[config.mk]
export PLATFORM = sky130hd
export DESIGN_NAME = mem_access_unit
export DESIGN_NICKNAME = d
export VERILOG_FILES = /design/src/rtl/mem_access_unit.sv
export SDC_FILE = /design/constraint.sdc
export NUM_CORES = 1
export LEC_CHECK = 0
export BUFFER_PORTS_ARGS = -buffer_cell sky130_fd_sc_hd__buf_2
export CORE_ASPECT_RATIO = 1.2
export CORE_UTILIZATION = 51
export DETAILED_ROUTE_END_ITERATION = 8
export PLACE_DENSITY = 0.8
export SLEW_MARGIN = 20
export SYNTH_ARGS = -nofsm -noshare
export SYNTH_HDL_FRONTEND = slang
export SYNTH_SLANG_ARGS = --single-unit
[constraint.sdc]
create_clock -name clk -period 2.4 [get_ports clk]
set_input_delay 0.12 -clock clk [delete_from_list [all_inputs] [get_ports clk]]
set_output_delay 0.12 -clock clk [all_outputs]
set_load 0.005 [all_outputs]
[src/rtl/mem_access_unit.sv]
// mem_access_unit -- MEM-stage bus master between EXE_MEM and MEM_WB.
//
// Accepts one load/store/no-op per in_valid/in_ready handshake and performs
// single-beat AXI-Lite-style reads or writes. Load data is byte-selected and
// sign/zero-extended. Bus errors, misalignment and slave timeouts are reported
// as fault codes. The opaque in_tag sideband is returned unchanged on out_tag.
//
// Optional feature macro: MEMU_MISALIGN_SPLIT_EN
//   defined   : misaligned half/word accesses become two word beats (A, A+4)
//   undefined : misaligned accesses fault with code 2'b10, no bus activity
//
// Ports:
//   clk, reset (synchronous, active-high)
//   in_*   upstream request (valid/ready, op, addr, wdata, mask, tag)
//   out_*  downstream result (valid/ready, rdata, tag, fault, fault_code)
//   m_ar*/m_r*  read address / read data channels
//   m_aw*/m_w*/m_b*  write address / write data / write response channels
module mem_access_unit #(
    parameter int ADDR_W      = 32,
    parameter int TAG_W       = 24,
    parameter int TIMEOUT_CYC = 255
) (
    input  logic              clk,
    input  logic              reset,
    input  logic              in_valid,
    output logic              in_ready,
    input  logic [1:0]        in_op,
    input  logic [ADDR_W-1:0] in_addr,
    input  logic [31:0]       in_wdata,
    input  logic [2:0]        in_mask,
    input  logic [TAG_W-1:0]  in_tag,
    output logic              out_valid,
    input  logic              out_ready,
    output logic [31:0]       out_rdata,
    output logic [TAG_W-1:0]  out_tag,
    output logic              out_fault,
    output logic [1:0]        out_fault_code,
    output logic [ADDR_W-1:0] m_araddr,
    output logic              m_arvalid,
    output logic [2:0]        m_arsize,
    input  logic              m_arready,
    input  logic [31:0]       m_rdata,
    input  logic [1:0]        m_rresp,
    input  logic              m_rvalid,
    output logic              m_rready,
    output logic [ADDR_W-1:0] m_awaddr,
    output logic              m_awvalid,
    output logic [2:0]        m_awsize,
    input  logic              m_awready,
    output logic [31:0]       m_wdata,
    output logic [3:0]        m_wstrb,
    output logic              m_wvalid,
    output logic              m_wlast,
    input  logic              m_wready,
    input  logic [1:0]        m_bresp,
    input  logic              m_bvalid,
    output logic              m_bready
);

`ifdef MEMU_MISALIGN_SPLIT_EN
    localparam bit SPLIT_EN = 1'b1;
`else
    localparam bit SPLIT_EN = 1'b0;
`endif

    localparam logic [1:0]  OP_LOAD  = 2'b01;
    localparam logic [1:0]  OP_STORE = 2'b10;
    localparam logic [1:0]  FC_NONE  = 2'b00;
    localparam logic [1:0]  FC_BUS   = 2'b01;
    localparam logic [1:0]  FC_ALIGN = 2'b10;
    localparam logic [1:0]  FC_TOUT  = 2'b11;
    localparam logic [2:0]  SZ_WORD  = 3'b010;
    localparam bit          TO_EN    = (TIMEOUT_CYC > 0);
    localparam logic [31:0] TO_LAST  = (TIMEOUT_CYC > 0) ? 32'(TIMEOUT_CYC - 1) : 32'd0;

    typedef enum logic [1:0] {S_IDLE, S_ADDR, S_RESP, S_DONE} state_t;

    state_t              state_q, state_d;
    logic                is_load_q, is_load_d, is_store_q, is_store_d;
    logic [ADDR_W-1:0]   addr_q, addr_d, req_addr_q, req_addr_d;
    logic [2:0]          mask_q, mask_d, size_q, size_d;
    logic [TAG_W-1:0]    tag_q, tag_d;
    logic                split_q, split_d, beat_q, beat_d;
    logic [63:0]         wimg_q, wimg_d;
    logic [7:0]          strb8_q, strb8_d;
    logic [31:0]         beat0_q, beat0_d, beat1_q, beat1_d;
    logic [1:0]          code_q, code_d;
    logic [31:0]         timer_q, timer_d;
    logic                arvalid_q, arvalid_d, awvalid_q, awvalid_d, wvalid_q, wvalid_d;
    logic                rready_q, rready_d, bready_q, bready_d;

    // Request decode
    logic [1:0] in_sz;
    logic [3:0] strb_base;
    logic       in_misalign;

    always_comb begin
        in_sz = 2'd2;
        if (in_op == OP_STORE) begin
            case (in_mask)
                3'b000:  in_sz = 2'd0;
                3'b001:  in_sz = 2'd1;
                default: in_sz = 2'd2;
            endcase
        end else begin
            case (in_mask)
                3'b000, 3'b001: in_sz = 2'd0;
                3'b010, 3'b011: in_sz = 2'd1;
                default:        in_sz = 2'd2;
            endcase
        end
        case (in_sz)
            2'd0:    strb_base = 4'b0001;
            2'd1:    strb_base = 4'b0011;
            default: strb_base = 4'b1111;
        endcase
        in_misalign = ((in_sz == 2'd1) && (in_addr[1:0] == 2'b11)) ||
                      ((in_sz == 2'd2) && (in_addr[1:0] != 2'b00));
    end

    logic ar_left, aw_left, w_left, timeout_hit, r_hs, b_hs;
    logic [1:0] resp;

    assign ar_left     = arvalid_q & ~m_arready;
    assign aw_left     = awvalid_q & ~m_awready;
    assign w_left      = wvalid_q & ~m_wready;
    assign timeout_hit = TO_EN && (timer_q == TO_LAST);
    assign r_hs        = m_rvalid & rready_q;
    assign b_hs        = m_bvalid & bready_q;
    assign resp        = r_hs ? m_rresp : m_bresp;

    always_comb begin
        state_d    = state_q;
        is_load_d  = is_load_q;
        is_store_d = is_store_q;
        addr_d     = addr_q;
        req_addr_d = req_addr_q;
        mask_d     = mask_q;
        size_d     = size_q;
        tag_d      = tag_q;
        split_d    = split_q;
        beat_d     = beat_q;
        wimg_d     = wimg_q;
        strb8_d    = strb8_q;
        beat0_d    = beat0_q;
        beat1_d    = beat1_q;
        code_d     = code_q;
        timer_d    = timer_q;
        arvalid_d  = arvalid_q;
        awvalid_d  = awvalid_q;
        wvalid_d   = wvalid_q;
        rready_d   = rready_q;
        bready_d   = bready_q;

        case (state_q)
            S_IDLE: begin
                if (in_valid) begin
                    is_load_d  = (in_op == OP_LOAD);
                    is_store_d = (in_op == OP_STORE);
                    addr_d     = in_addr;
                    mask_d     = in_mask;
                    tag_d      = in_tag;
                    code_d     = FC_NONE;
                    beat_d     = 1'b0;
                    beat0_d    = 32'd0;
                    beat1_d    = 32'd0;
                    split_d    = 1'b0;
                    timer_d    = 32'd0;
                    if (in_op != OP_LOAD && in_op != OP_STORE) begin
                        state_d = S_DONE;
                    end else if (in_misalign && !SPLIT_EN) begin
                        code_d  = FC_ALIGN;
                        state_d = S_DONE;
                    end else begin
                        // Split accesses always use word beats on the aligned base.
                        split_d    = in_misalign;
                        size_d     = in_misalign ? SZ_WORD : {1'b0, in_sz};
                        req_addr_d = in_misalign ? {in_addr[ADDR_W-1:2], 2'b00} : in_addr;
                        wimg_d     = {32'd0, in_wdata} << {in_addr[1:0], 3'b000};
                        strb8_d    = {4'b0000, strb_base} << in_addr[1:0];
                        arvalid_d  = (in_op == OP_LOAD);
                        awvalid_d  = (in_op == OP_STORE);
                        wvalid_d   = (in_op == OP_STORE);
                        state_d    = S_ADDR;
                    end
                end
            end
            S_ADDR: begin
                timer_d   = timer_q + 32'd1;
                arvalid_d = ar_left;
                awvalid_d = aw_left;
                wvalid_d  = w_left;
                if (timeout_hit) begin
                    arvalid_d = 1'b0;
                    awvalid_d = 1'b0;
                    wvalid_d  = 1'b0;
                    code_d    = FC_TOUT;
                    state_d   = S_DONE;
                end else if (!ar_left && !aw_left && !w_left) begin
                    rready_d = is_load_q;
                    bready_d = is_store_q;
                    state_d  = S_RESP;
                end
            end
            S_RESP: begin
                timer_d = timer_q + 32'd1;
                if (r_hs || b_hs) begin
                    rready_d = 1'b0;
                    bready_d = 1'b0;
                    if (r_hs) begin
                        if (beat_q) beat1_d = m_rdata;
                        else        beat0_d = m_rdata;
                    end
                    if (resp != 2'b00) begin
                        code_d  = FC_BUS;
                        state_d = S_DONE;
                    end else if (split_q && !beat_q) begin
                        beat_d     = 1'b1;
                        req_addr_d = {addr_q[ADDR_W-1:2], 2'b00} + ADDR_W'(4);
                        arvalid_d  = is_load_q;
                        awvalid_d  = is_store_q;
                        wvalid_d   = is_store_q;
                        timer_d    = 32'd0;
                        state_d    = S_ADDR;
                    end else begin
                        state_d = S_DONE;
                    end
                end else if (timeout_hit) begin
                    rready_d = 1'b0;
                    bready_d = 1'b0;
                    code_d   = FC_TOUT;
                    state_d  = S_DONE;
                end
            end
            S_DONE: begin
                if (out_ready) begin
                    size_d  = SZ_WORD;
                    state_d = S_IDLE;
                end
            end
            default: state_d = S_IDLE;
        endcase
    end

    always_ff @(posedge clk) begin
        if (reset) begin
            state_q    <= S_IDLE;
            is_load_q  <= 1'b0;
            is_store_q <= 1'b0;
            addr_q     <= '0;
            req_addr_q <= '0;
            mask_q     <= 3'd0;
            size_q     <= SZ_WORD;
            tag_q      <= '0;
            split_q    <= 1'b0;
            beat_q     <= 1'b0;
            wimg_q     <= 64'd0;
            strb8_q    <= 8'd0;
            beat0_q    <= 32'd0;
            beat1_q    <= 32'd0;
            code_q     <= FC_NONE;
            timer_q    <= 32'd0;
            arvalid_q  <= 1'b0;
            awvalid_q  <= 1'b0;
            wvalid_q   <= 1'b0;
            rready_q   <= 1'b0;
            bready_q   <= 1'b0;
        end else begin
            state_q    <= state_d;
            is_load_q  <= is_load_d;
            is_store_q <= is_store_d;
            addr_q     <= addr_d;
            req_addr_q <= req_addr_d;
            mask_q     <= mask_d;
            size_q     <= size_d;
            tag_q      <= tag_d;
            split_q    <= split_d;
            beat_q     <= beat_d;
            wimg_q     <= wimg_d;
            strb8_q    <= strb8_d;
            beat0_q    <= beat0_d;
            beat1_q    <= beat1_d;
            code_q     <= code_d;
            timer_q    <= timer_d;
            arvalid_q  <= arvalid_d;
            awvalid_q  <= awvalid_d;
            wvalid_q   <= wvalid_d;
            rready_q   <= rready_d;
            bready_q   <= bready_d;
        end
    end

    // Load extraction works on registered beats only, so out_rdata cannot move
    // while the result waits in S_DONE. For unsplit accesses beat1_q is zero and
    // never reaches the selected bytes.
    logic [31:0] load_word, load_ext;

    assign load_word = 32'({beat1_q, beat0_q} >> {addr_q[1:0], 3'b000});

    always_comb begin
        case (mask_q)
            3'b000:  load_ext = {{24{load_word[7]}}, load_word[7:0]};
            3'b001:  load_ext = {24'd0, load_word[7:0]};
            3'b010:  load_ext = {{16{load_word[15]}}, load_word[15:0]};
            3'b011:  load_ext = {16'd0, load_word[15:0]};
            default: load_ext = load_word;
        endcase
    end

    assign in_ready       = (state_q == S_IDLE);
    assign out_valid      = (state_q == S_DONE);
    assign out_rdata      = (is_load_q && code_q == FC_NONE) ? load_ext : 32'd0;
    assign out_tag        = tag_q;
    assign out_fault      = (code_q != FC_NONE);
    assign out_fault_code = code_q;

    assign m_araddr  = req_addr_q;
    assign m_arvalid = arvalid_q;
    assign m_arsize  = size_q;
    assign m_rready  = rready_q;
    assign m_awaddr  = req_addr_q;
    assign m_awvalid = awvalid_q;
    assign m_awsize  = size_q;
    assign m_wdata   = beat_q ? wimg_q[63:32] : wimg_q[31:0];
    assign m_wstrb   = beat_q ? strb8_q[7:4] : strb8_q[3:0];
    assign m_wvalid  = wvalid_q;
    assign m_wlast   = wvalid_q;
    assign m_bready  = bready_q;

endmodule

==> flow_metrics.env <==
export IMPL_status="complete, no violations"
export IMPL_cts_sinks=198
export IMPL_coreArea_mm2=0.0184
export IMPL_numCtsBuffers=17
export IMPL_hold_viol=0
export IMPL_hold_path_class="input port to register"
export IMPL_nets=1635
export IMPL_dieArea_mm2=0.0195
export IMPL_clk_pin_slew_ps=70
export IMPL_power_uw=10900
export IMPL_critPathLaunchType="register"
export IMPL_rrSetupSlack_ps=140
export IMPL_synth_simple_gate_area_share_pct=21.9
export IMPL_finalCriticalPeriod_ps=2310
export IMPL_comb_power_share_pct=36.3
export IMPL_vias=9816
export IMPL_synth_warning_count=0
export IMPL_startpoint="mask_q[1]"
export IMPL_grt_pass1_wl_um=48200
export IMPL_stdcell_count=1753
export IMPL_setup_viol=0
export IMPL_h_tree_depth=4
export IMPL_synth_edf_count=0
export IMPL_grt_pass1_vias=9640
export IMPL_worstSkewPairLatency_ps=440
export IMPL_clock_skew_ps=10.3
export IMPL_yosys_register_bits=198
export IMPL_cts_tree="yes"
export IMPL_reg2reg_to="m_araddr[26]"
export IMPL_cp_slowest_cell="or3_1"
export IMPL_synthMuxAreaShare_pct=13.6
export IMPL_powerDensity_mw_per_mm2=841
export IMPL_setup_ws_ps=93.6
export IMPL_antenna_found_initial=0
export IMPL_synth_ff_type="dfxtp_1"
export IMPL_p_sw_share_pct=36.7
export IMPL_ant_nets=0
export IMPL_routed_wl_um=30000
export IMPL_n_antenna_cell=0
export IMPL_dpl_hpwl_um=19600
export IMPL_synthCells=1146
export IMPL_fin_crit_sh_pct=96.1
export IMPL_grt_ovfl_total=0
export IMPL_start_util_pct=52.7
export IMPL_power_switching_uw=3990
export IMPL_cts_root_buffer="clkbuf_16"
export IMPL_fp_dieW_um=128
export IMPL_relSlewSlack_pct=42.2
export IMPL_worst_pin_slew_ps=867
export IMPL_p_leak_uw=0.00557
export IMPL_fmax_ghz=0.434
export IMPL_grt_max_degree=80
export IMPL_io_pins=311
export IMPL_cp_end_kind="primary output"
export IMPL_crit_chain="or2_2 > or3_1 > a21oi_1 > buf_2"
export IMPL_clkPwrFrac_pct=27.6
export IMPL_max_cap_violations=0
export IMPL_synth_area_leaders="dfxtp_1 41%, nand2_1 8.0%, a21oi_1 7.9%"
export IMPL_crit_path_end="out_rdata[15]"
export IMPL_grtUsageTotal_pct=30.9
export IMPL_fp_row_count=54
export IMPL_dr_pass1_iters=5
export IMPL_worst_setup_path_type="register to primary output"
export IMPL_portBuffers=308
export IMPL_fill_cells=1459
export IMPL_reg2regPathDepth=9
export IMPL_ir_drop_uv=556
export IMPL_max_stage_delay_ps=560
export IMPL_dp_cells=1622
export IMPL_synthAdderAreaFrac_pct=1.16
export IMPL_p_int_uw=6870
export IMPL_synth_top_family_by_area="simple AND/OR/NAND/NOR gates"
export IMPL_fin_setup_tns_ps=0
export IMPL_synth_avg_cell_area_um2=8.45
export IMPL_drt_wirelength_per_cell_um=17.1
export IMPL_yosysSeqAreaShare_pct=40.9
export IMPL_yosys_area_top_type_share_pct=40.9
export IMPL_dpl_worst_slack_ps=-41.6
export IMPL_rsz0062_at_grt="no"
export IMPL_drv_slew=0
export IMPL_drtIter0Drc=795
export IMPL_cts_buffer_depth=2
export IMPL_cp_arrival_ps=2190
export IMPL_gp_congestion=0.923
export IMPL_drive_above_1_share_pct=29.5
export IMPL_p_seq_share_pct=36.2
export IMPL_hold_slack_ps=20.7
export IMPL_async_flop_share_pct=0
export IMPL_synthesis_area_mm2=0.00968
export IMPL_worstPathRequired_ps=2280
export IMPL_synth_xor_area_share_pct=1.90
export IMPL_yosysTopAreaCell="dfxtp_1"
export IMPL_drt_drc_violations_left=0
export IMPL_rr_startpoint="state_q[0]"
export IMPL_via_per_inst=5.60
export IMPL_area_delta_synth_final_pct=33.3
export IMPL_die_h_um=153
export IMPL_synth_distinct_cells=59
export IMPL_crit_fanout=9
export IMPL_synth_compound_area_share_pct=13.4
==> flip-flops by register name (all words and copies together) (netlist names) <==
signal,flops
addr_q,2
beat0_q,32
beat1_q,24
is_load_q,1
is_store_q,1
m_araddr,32
m_arsize,2
m_arvalid,1
m_awvalid,1
m_bready,1
m_rready,1
m_wlast,1
mask_q,3
out_fault_code,2
out_tag,24
state_q,2
strb8_q,4
timer_q,32
wimg_q,32
==> metrics by stage <==
stage          instance area, um2  utilization (%)
6_report                    12900             70.2
4_1_cts                     12900             70.1
2_1_floorplan                9690                -
5_1_grt                     12900             70.2
3_5_place_dp                11300             61.4
3_3_place_gp                11300             61.4
==> kinds of logic (layout without fill, tap and decap cells) <==
| group | after synthesis | in the layout |
|---|---|---|
| AO/OA/AOI/OAI | 222 | 222 |
| adder cells (fa/ha/maj) | 9 | 9 |
| buffers and inverters | 135 | 489 |
| multiplexers | 93 | 93 |
| XOR/XNOR | 21 | 21 |
| AND/OR/NAND/NOR | 467 | 467 |
| other | 1 | 2 |
| flip-flops | 198 | 198 |
==> worst min-delay path by stage <==
stage,startpoint,end,slack [ps],cells after the start
2_1_floorplan,in_mask[0],mask_q[0],260,2
3_3_place_gp,in_addr[12],m_araddr[12],350,3
3_5_place_dp,in_addr[12],m_araddr[12],360,3
4_1_cts,in_mask[2],mask_q[2],4,3
5_1_grt,in_addr[1],addr_q[1],20,3
6_report,in_mask[2],mask_q[2],20,3
==> synth_stat cells, drive strengths merged, types with 3 or more instances <==
library cell and number:
dfxtp 198, or3 24, o21ai 13, a21boi 3, and4 5, mux2 11, o211ai 10, nor4 10
buf 57, o22ai 7, nor2 83, a21o 4, ha 9, nand2 206, xor2 4, clkbuf 65
o31ai 6, and3 13, xnor2 17, inv 13, nor3 20, nand3 78, nand4 9, mux2i 52
a211oi 9, a21oi 155, and2 3, nor2b 5, mux4 30
==> critical path, delay by kind of cell (launching register included) <==
| family | cells | cell delay, ps |
|---|---|---|
| DFF | 1 | 340 |
| and+or+nand+nor | 2 | 960 |
| AOI/OAI and AO/OA | 1 | 280 |
| buffers and inverters | 1 | 170 |
==> per-layer routing <==
layer  global-route usage (%)  wire length (um)  vias up
met3                     6.02              2210       98
met4                     16.8              1500        0
met2                     53.3             14700      482
li1                         -                 -     4660
met5                        0                 0        -
met1                     35.8             11500     4576
==> final cells by class <==
cell class	count	area [um2]	area share [%]
sequential	198	3970	30.7
clock buffer	19	453	3.51
timing repair buffer	444	2870	22.2
tap	252	315	2.44
inverter	13	48.8	0.378
clock inverter	13	160	1.24
multi-input combinational	814	5100	39.5
==> power by group through the flow <==
stage          clock (uW)  combinational (uW)  sequential (uW)
5_1_grt              3160                4270             3970
4_1_cts              3020                3860             3920
6_report             2990                3940             3930
3_5_place_dp            0                3690             3980
3_3_place_gp            0                3640             3970
2_1_floorplan           0                2480             3950
==> cell usage in the layout (no fill, tap or decap), drive strengths merged, types with 3 or more instances in the layout <==
cell type / count
a211oi: 9
a21boi: 3
a21o: 4
a21oi: 155
and2: 3
and3: 13
and4: 5
buf: 348
clkbuf: 19
clkinv: 3
dfxtp: 198
dlygate4sd3: 96
ha: 9
inv: 20
mux2: 11
mux2i: 52
mux4: 30
nand2: 206
nand3: 78
nand4: 9
nor2: 83
nor2b: 5
nor3: 20
nor4: 10
o211ai: 10
o21ai: 13
o22ai: 7
o31ai: 6
or3: 24
xnor2: 17
xor2: 4
==> timing repair <==
action / in CTS / in global routing
endpoints found under the hold margin: 124 / 0
resized for setup: 1 / 6
setup buffers: 3 / 0
hold buffers: 96 / 0
setup endpoints to repair: 16 / 24
pin swaps: 1 / 0
Power figures use the tool's default switching activity.
